<file path="config.mk">
export PLATFORM = sky130hd
export DESIGN_NAME = idct_4point_seq
export DESIGN_NICKNAME = d
export VERILOG_FILES = /design/src/rtl/idct_4point_seq.sv
export SDC_FILE = /design/constraint.sdc
export NUM_CORES = 1
export LEC_CHECK = 0
export CAP_MARGIN = 15
export CORE_MARGIN = 4
export CORE_UTILIZATION = 52
export DETAILED_ROUTE_END_ITERATION = 8
export PLACE_DENSITY = 0.81
export SETUP_SLACK_MARGIN = 0.5
export SLEW_MARGIN = 10
export SYNTH_ARGS = -nofsm -noshare
export SYNTH_HDL_FRONTEND = slang
export SYNTH_SLANG_ARGS = --single-unit
</file>
<file path="constraint.sdc">
create_clock -name i_clk -period 8.8 [get_ports i_clk]
set_input_delay 2.64 -clock i_clk [delete_from_list [all_inputs] [get_ports i_clk]]
set_output_delay 2.64 -clock i_clk [all_outputs]
set_load 0.005 [all_outputs]
</file>
<file path="src/rtl/idct_4point_seq.sv">
// 4-point inverse DCT (x = C^T * X, Q4 matrix) using one time-multiplexed signed MAC over 16 cycles.
// Build option: define IDCT_SATURATE_EN to clamp outputs to the OUT_W signed range; otherwise they wrap.
module idct_4point_seq #(
    parameter int IN_W  = 16,
    parameter int OUT_W = 8,
    parameter int SHIFT = 8
) (
    input  logic                    i_clk,
    input  logic                    i_clr,
    input  logic                    i_valid,
    output logic                    o_ready,
    input  logic signed [IN_W-1:0]  i_data0,
    input  logic signed [IN_W-1:0]  i_data1,
    input  logic signed [IN_W-1:0]  i_data2,
    input  logic signed [IN_W-1:0]  i_data3,
    output logic                    o_valid,
    input  logic                    i_ready,
    output logic signed [OUT_W-1:0] o_data0,
    output logic signed [OUT_W-1:0] o_data1,
    output logic signed [OUT_W-1:0] o_data2,
    output logic signed [OUT_W-1:0] o_data3
);
    localparam int PROD_W = IN_W + 8;
    localparam int ACC_W  = IN_W + 10;
    localparam logic signed [ACC_W-1:0] HALF = ACC_W'(1) <<< (SHIFT - 1);

    typedef enum logic [1:0] {IDLE, MAC, DONE} state_t;

    state_t                   state;
    logic signed [IN_W-1:0]   x_r [4];
    logic [1:0]               n_cnt;
    logic [1:0]               k_cnt;
    logic signed [ACC_W-1:0]  acc;
    logic signed [7:0]        coef;
    logic signed [PROD_W-1:0] prod;
    logic signed [ACC_W-1:0]  sum;
    logic signed [ACC_W-1:0]  rnd;
    logic signed [OUT_W-1:0]  res;
    logic signed [OUT_W-1:0]  out_r [4];

    always_comb begin
        coef = 8'sd0;
        case ({k_cnt, n_cnt})
            4'h0, 4'h1, 4'h2, 4'h3: coef = 8'sd8;
            4'h4: coef = 8'sd10;
            4'h5: coef = 8'sd4;
            4'h6: coef = -8'sd4;
            4'h7: coef = -8'sd10;
            4'h8: coef = 8'sd8;
            4'h9: coef = -8'sd8;
            4'hA: coef = -8'sd8;
            4'hB: coef = 8'sd8;
            4'hC: coef = 8'sd4;
            4'hD: coef = -8'sd10;
            4'hE: coef = 8'sd10;
            4'hF: coef = -8'sd4;
            default: coef = 8'sd0;
        endcase
    end

    // Partial sum including this cycle's product; rounding is applied to it directly on the k==3 edge.
    always_comb begin
        prod = coef * x_r[k_cnt];
        sum  = (k_cnt == 2'd0) ? ACC_W'(prod) : acc + ACC_W'(prod);
        rnd  = (sum + HALF) >>> SHIFT;
`ifdef IDCT_SATURATE_EN
        if (rnd > ACC_W'((1 <<< (OUT_W - 1)) - 1))
            res = {1'b0, {(OUT_W-1){1'b1}}};
        else if (rnd < ACC_W'(-(1 <<< (OUT_W - 1))))
            res = {1'b1, {(OUT_W-1){1'b0}}};
        else
            res = OUT_W'(rnd);
`else
        res = OUT_W'(rnd);
`endif
    end

    always_ff @(posedge i_clk) begin
        if (i_clr) begin
            state   <= IDLE;
            n_cnt   <= '0;
            k_cnt   <= '0;
            acc     <= '0;
            o_valid <= 1'b0;
            o_ready <= 1'b0;
            for (int unsigned i = 0; i < 4; i++) out_r[i] <= '0;
        end else begin
            case (state)
                IDLE: begin
                    o_ready <= 1'b1;
                    if (i_valid && o_ready) begin
                        x_r[0]  <= i_data0;
                        x_r[1]  <= i_data1;
                        x_r[2]  <= i_data2;
                        x_r[3]  <= i_data3;
                        n_cnt   <= '0;
                        k_cnt   <= '0;
                        o_ready <= 1'b0;
                        state   <= MAC;
                    end
                end
                MAC: begin
                    acc   <= sum;
                    k_cnt <= k_cnt + 2'd1;
                    if (k_cnt == 2'd3) begin
                        out_r[n_cnt] <= res;
                        n_cnt        <= n_cnt + 2'd1;
                        if (n_cnt == 2'd3) begin
                            o_valid <= 1'b1;
                            state   <= DONE;
                        end
                    end
                end
                DONE: begin
                    if (i_ready) begin
                        o_valid <= 1'b0;
                        o_ready <= 1'b1;
                        state   <= IDLE;
                    end
                end
                default: state <= IDLE;
            endcase
        end
    end

    assign o_data0 = out_r[0];
    assign o_data1 = out_r[1];
    assign o_data2 = out_r[2];
    assign o_data3 = out_r[3];

endmodule
</file>
==> results.json, run 1 <==
{
  "status": "completed",
  "synth-adder-area-share_pct": 20.70,
  "post-dp-hpwl_um": 12850,
  "synthMuxAreaShare_pct": 5.952,
  "grt_max_degree": 61,
  "crit_top_cell": "fa_1",
  "first_pass_iters": 5,
  "hold_path.class": "flip-flop to flip-flop",
  "row_count": 44,
  "clock_skew_ns": 0.006195,
  "holdPathEnd": "acc[3]$_SDFFE_PP0P_",
  "r2r_cells": 23,
  "vdd_ir_drop_max_v": 0.0001937,
  "final_core_util_pct": 65.17,
  "vias": 5559,
  "yosys-top-cells-count": "edfxtp_1 (92), inv_1 (81), nor2_1 (61)",
  "crit-reg2reg-capture": "out_r[0][7]$_SDFFCE_PN0P_",
  "drt-total-wl_um": 16800,
  "p_per_area_nw_per_um2": 170.6,
  "r2r_setup_slack_ns": 0.96,
  "timing.fmax_mhz": 127.6,
  "htreeDepth": 4,
  "grt_antenna_before_repair": 0,
  "startpoint_type": "flip-flop",
  "avgViaCountPerCell": 5.655,
  "synth_top_family_by_area": "adder cells",
  "cts.sinks": 117,
  "antenna_cells": 0,
  "synthesis.area_um2": 7736,
  "ys_types": 59,
  "timing.critical_path.buf_inv": 3,
  "grt_remaining_overflow": 0,
  "clk_latency_ns": 0.42,
  "dpl_cell_area_um2": 8891,
  "async_flop_share_pct": 0,
  "p_leak_nw": 4.068,
  "start_util_pct": 53.23,
  "ys_top_cells_by_area": "edfxtp_1 (36%), fa_1 (12%), ha_1 (9.1%), dfxtp_1 (6.5%), inv_1 (3.9%)",
  "wl_per_cell_um": 17.09,
  "synth_edf_count": 92,
  "ys_ff_latch": 117,
  "whs_path_depth": 2,
  "nets": 955,
  "crit_family": "adder cells",
  "track_usage_pct": 21.00,
  "worstHoldStart": "acc[3]$_SDFFE_PP0P_",
  "worst-path-max-fanout": 12,
  "cts_setup_buffers": 0,
  "synth_compound_area_share_pct": 9.672,
  "tightest_slew_ns": 1.028,
  "synth_ff_type": "edfxtp_1",
  "die_area_um2": 16890,
  "numCtsBuffers": 17,
  "final-setup-viol-count": 0,
  "yosysWarningCount": 0,
  "maxSlewHeadroom_pct": 31.16,
  "cts_tree": "done",
  "routed-wl-met3_um": 903,
  "crit_arrival_ns": 7.98,
  "cp_slowest_cell": "dfxtp_1",
  "dr_wl_met2_um": 8902,
  "top_layer": "met4",
  "die_w_um": 130.0,
  "grt_pass1_vias": 5980,
  "hold_viol": 0,
  "synthToLayoutAreaGrowth_pct": 22.43,
  "setup_tns_ns": 0,
  "post_synth_xor_area_fraction_pct": 4.205,
  "met1_length_um": 6717,
  "die_height_um": 130.0,
  "path_clk_slew_ns": 0.05,
  "synth_top_area_share_pct": 35.71,
  "synthSimpleGateAreaFrac_pct": 11.89,
  "maxSlewViolCount": 0,
  "avgSynthCellArea_um2": 11.34,
  "worst_setup_path_end_kind": "flip-flop",
  "crit_type": "flip-flop to flip-flop",
  "drive_above_1_share_pct": 7.885,
  "critPathMaxStageDelay_ns": 0.77,
  "syn_inst": 682,
  "coreArea_um2": 14530,
  "grt_pass1_wl_um": 27810,
  "nFillCells": 1048,
  "postRouteAntennaNets": 0,
  "synth.largest_area_cell": "edfxtp_1",
  "drc": 0,
  "critPathRequiredTime_ns": 8.94,
  "synth_most_common_cell": "edfxtp_1",
  "cts-root-buf": "clkbuf_16",
  "drt_iter0_drc": 519,
  "stdcell_count": 983,
  "period_share_pct": 89.07,
  "period_minus_slack_ns": 7.838,
  "cts_max_path_buffers": 2,
  "dp_cells": 950,
  "fin_area_um2": 9472,
  "place_congestion": 0.9308,
  "path_cells": "buf_4 > mux4_2 > and2_1 > fa_1 > fa_1 > fa_1 > inv_1 > fa_1 > inv_1 > ha_1 > a2111o_1 > a21o_1 > a21bo_2 > nand2_1 > ha_1 > a21oi_1 > o21ai_0 > a31oi_1 > xnor2_1 > mux2i_1 > or4_1 > o211ai_1 > a21oi_1",
  "ios": 102,
  "rsz0062_at_grt": "no",
  "syn-num-nets": 851,
  "synth_seq_area_share_pct": 42.18,
  "maxCapViolations": 0,
  "numPortBuffers": 97
}
layout make-up:
type	instances	area, um2	share of cell area (%)
clock inverters	11	133.9	1.413
clock buffers	21	440.4	4.650
multi-input cells	463	4063	42.89
repair buffers	106	1036	10.94
flip-flops and latches	117	3264	34.46
well taps	184	230.2	2.431
inverters	81	304.0	3.210
worst max path at each step:
stage,start,end,slack [ns],depth (start not counted)
2_1_floorplan,n_cnt[0]$_SDFFE_PP0P_,out_r[0][7]$_SDFFCE_PN0P_,1.33,29
6_report,flip-flop,out_r[0][7]$_SDFFCE_PN0P_,0.96,23
4_1_cts,n_cnt[0]$_SDFFE_PP0P_,out_r[0][7]$_SDFFCE_PN0P_,0.90,27
5_1_grt,flip-flop,out_r[0][7]$_SDFFCE_PN0P_,0.54,23
3_3_place_gp,n_cnt[0]$_SDFFE_PP0P_,out_r[0][7]$_SDFFCE_PN0P_,1.14,29
3_5_place_dp,n_cnt[0]$_SDFFE_PP0P_,out_r[0][7]$_SDFFCE_PN0P_,0.94,27
per-stage QoR:
stage	power (mW)	hold WS, ns	setup WS, ns
floorplan	0.8476	0.4362	1.333
global placement	0.9300	0.4465	1.136
detailed placement	0.9441	0.4625	0.9427
CTS	1.624	0.4710	0.8997
global route	1.683	0.5050	0.5426
finish	1.616	0.4696	0.9620
worst min-delay path, stage by stage (launching register included):
cell and delay, ns:
dfxtp_1 0.31, nand2_1 0.06, a21oi_1 0.05
timing repair:
item	CTS	global route
setup endpoints to repair	0	1
resized for setup	0	2
hold buffers	0	0
state kept, by name (all words and copies together), names as in the netlist, named ones only:
name / count
o_ready: 1
state: 2
k_cnt: 2
n_cnt: 2
acc: 15
o_valid: 1
x_r: 60
out_r: 32
report_power, final:
group | leakage [nW] | internal (mW) | switching, mW | total [mW]
registers | 1.08 | 0.618 | 0.0115 | 0.630
clock network | 0.280 | 0.440 | 0.236 | 0.676
logic | 2.71 | 0.136 | 0.173 | 0.309
metal layers:
metal	global-route usage, %	vias to the layer above
li1	-	2621
met1	23.89	2724
met2	38.06	188
met3	5.526	26
met4	7.518	0
met5	0	-
cell usage in the layout, fill, tap and decap left out, types with 17 or more instances in the layout:
cell type / instances
clkbuf_16: 17
xnor2_1: 18
ha_1: 56
a21oi_1: 36
inv_1: 80
nor2_1: 60
dfxtp_1: 24
and3_1: 24
clkdlybuf4s50_1: 97
edfxtp_1: 92
nand2_1: 52
fa_1: 45
cell families after synthesis:
logic type,count (synthesis)
muxes,24
and+or+nand+nor,193
xor gates and xnor gates,33
buffers and inverters,102
DFF,117
AOI/OAI and AO/OA,112
adders and majority gates,101
No activity file was read; power rests on OpenSTA's default activity.
==> run 2, diff against run 1 <==
--- a/config.mk
+++ b/config.mk
@@ -10,7 +10,7 @@
 export CORE_UTILIZATION = 52
 export DETAILED_ROUTE_END_ITERATION = 8
 export PLACE_DENSITY = 0.81
-export SETUP_SLACK_MARGIN = 0.5
+export RECOVER_POWER = 100
 export SLEW_MARGIN = 10
 export SYNTH_ARGS = -nofsm -noshare
 export SYNTH_HDL_FRONTEND = slang
==> run 2 against run 1 <==
  * The run now ends with capacitance limit, slew limit left
  * Clock skew about the same
  * Sequential power about the same
  * Utilization is 0.069 points lower
  * Setup slack got worse by 0.11 ns
==> results.json, run 2 (synthesis gave the netlist of run 1 again) <==
{
  "status": "complete, but fails checks",
  "violations": "capacitance limit, slew limit",
  "coreArea_um2": 14530,
  "grt_pass1_wl_um": 27810,
  "startpoint_type": "flip-flop",
  "crit_family": "adder cells",
  "numPortBuffers": 97,
  "hold_viol": 0,
  "row_count": 44,
  "wl_per_cell_um": 17.06,
  "grt_antenna_before_repair": 0,
  "critPathMaxStageDelay_ns": 0.61,
  "fin_total_pwr_mw": 1.609,
  "stdcell_count": 983,
  "grt_pass1_vias": 5980,
  "tightest_slew_ns": 3.015,
  "largest_reg_flops": 60,
  "place_congestion": 0.9308,
  "p_per_area_nw_per_um2": 170.0,
  "synthToLayoutAreaGrowth_pct": 22.30,
  "p_leak_nw": 4.121,
  "crit_arrival_ns": 8.09,
  "clk_latency_ns": 0.42,
  "htreeDepth": 4,
  "drive_above_1_share_pct": 7.259,
  "rsz0062_at_grt": "no",
  "postRouteAntennaNets": 0,
  "setup_tns_ns": 0,
  "timing.fmax_mhz": 125.8,
  "top_register": "x_r",
  "start_util_pct": 53.23,
  "post-dp-hpwl_um": 12850,
  "cts_max_path_buffers": 2,
  "timing.critical_path.buf_inv": 5,
  "crit_type": "flip-flop to flip-flop",
  "dp_cells": 950,
  "hold_path.class": "flip-flop to flip-flop",
  "maxSlewViolCount": 61,
  "vdd_ir_drop_max_v": 0.0001940,
  "crit_top_cell": "inv_1",
  "nets": 955,
  "numCtsBuffers": 17,
  "maxSlewHeadroom_pct": -101.0,
  "critPathRequiredTime_ns": 8.94,
  "die_area_um2": 16890,
  "path_clk_slew_ns": 0.05,
  "grt_max_degree": 61,
  "final_common_cell": "dlygate4sd3_1",
  "period_share_pct": 90.34,
  "track_usage_pct": 21.00,
  "maxCapViolations": 1,
  "die_height_um": 130.0,
  "ios": 102,
  "cts.sinks": 117,
  "cts_resized": 0,
  "drt_iter0_drc": 496,
  "drt-total-wl_um": 16770,
  "final-setup-viol-count": 0,
  "cts-root-buf": "clkbuf_16",
  "drc": 0,
  "first_pass_iters": 5,
  "reg_top3": "x_r x60, out_r x32, acc x15",
  "antenna_cells": 0,
  "cp_slowest_cell": "or4_1",
  "worst-path-max-fanout": 12,
  "postCtsHoldBufs": 0,
  "cts_tree": "done",
  "worst_setup_path_end_kind": "flip-flop",
  "layout_common_cells": "dlygate4sd3_1 (95), edfxtp_1 (92), inv_1 (81), nor2_1 (60), ha_1 (56)",
  "cts_setup_buffers": 0,
  "grt_remaining_overflow": 0,
  "die_w_um": 130.0,
  "avgViaCountPerCell": 5.663,
  "vias": 5567,
  "period_minus_slack_ns": 7.950,
  "clock_skew_ns": 0.006055
}
[run 2: where the power goes]
part	leakage [nW]	internal [mW]	switching, mW
Clock	0.280	0.440	0.237
Sequential	1.08	0.619	0.0112
Combinational	2.76	0.128	0.173
[run 2: final cells by class]
type                    instances  area [um2]
clock buffers                  21       440.4
inverters                      81       304.0
clock inverters                11       133.9
fillers                      1052        5072
well taps                     184       230.2
multi-input cells             463        4063
flip-flops and latches        117        3263
repair buffers                106        1027
[run 2: final timing paths]
path / start / endpoint / slack [ns] / depth (start not counted)
max: n_cnt[0]$_SDFFE_PP0P_ / out_r[0][7]$_SDFFCE_PN0P_ / 0.85 / 28
min: acc[3]$_SDFFE_PP0P_ / acc[3]$_SDFFE_PP0P_ / 0.47 / 2
max reg2reg: n_cnt[0]$_SDFFE_PP0P_ / out_r[0][7]$_SDFFCE_PN0P_ / 0.85 / 28
min reg2reg: acc[3]$_SDFFE_PP0P_ / acc[3]$_SDFFE_PP0P_ / 0.47 / 2
[run 2: layer usage]
metal | track usage (%) | vias to the layer above | part of all wire (%)
li1 | - | 2617 | -
met4 | 7.518 | 0 | 1.8
met3 | 5.526 | 30 | 5.7
met2 | 38.06 | 209 | 53
met1 | 23.89 | 2711 | 40
met5 | 0 | - | 0
[run 2: through the flow]
step                setup slack, ns  hold WS (ns)  area [um2]  utilization [%]
global placement              1.136        0.4465        8891            61.17
global route                 0.4624        0.5050        9462            65.10
CTS                          0.8997        0.4710        9465            65.13
floorplan                     1.333        0.4362        7736                -
detailed placement           0.9427        0.4625        8891            61.17
finish                       0.8497        0.4696        9462            65.10
[run 2: worst reg2reg max path: cells and delay by family (launching register included)]
| family | cells | cell delay (ns) |
|---|---|---|
| XOR/XNOR | 1 | 0.16 |
| buffers and inverters | 5 | 0.51 |
| AND/OR/NAND/NOR | 7 | 1.77 |
| flip-flops | 1 | 0.46 |
| adder cells (fa/ha/maj) | 7 | 2.95 |
| AO/OA/AOI/OAI | 6 | 1.39 |
| multiplexers | 2 | 0.42 |
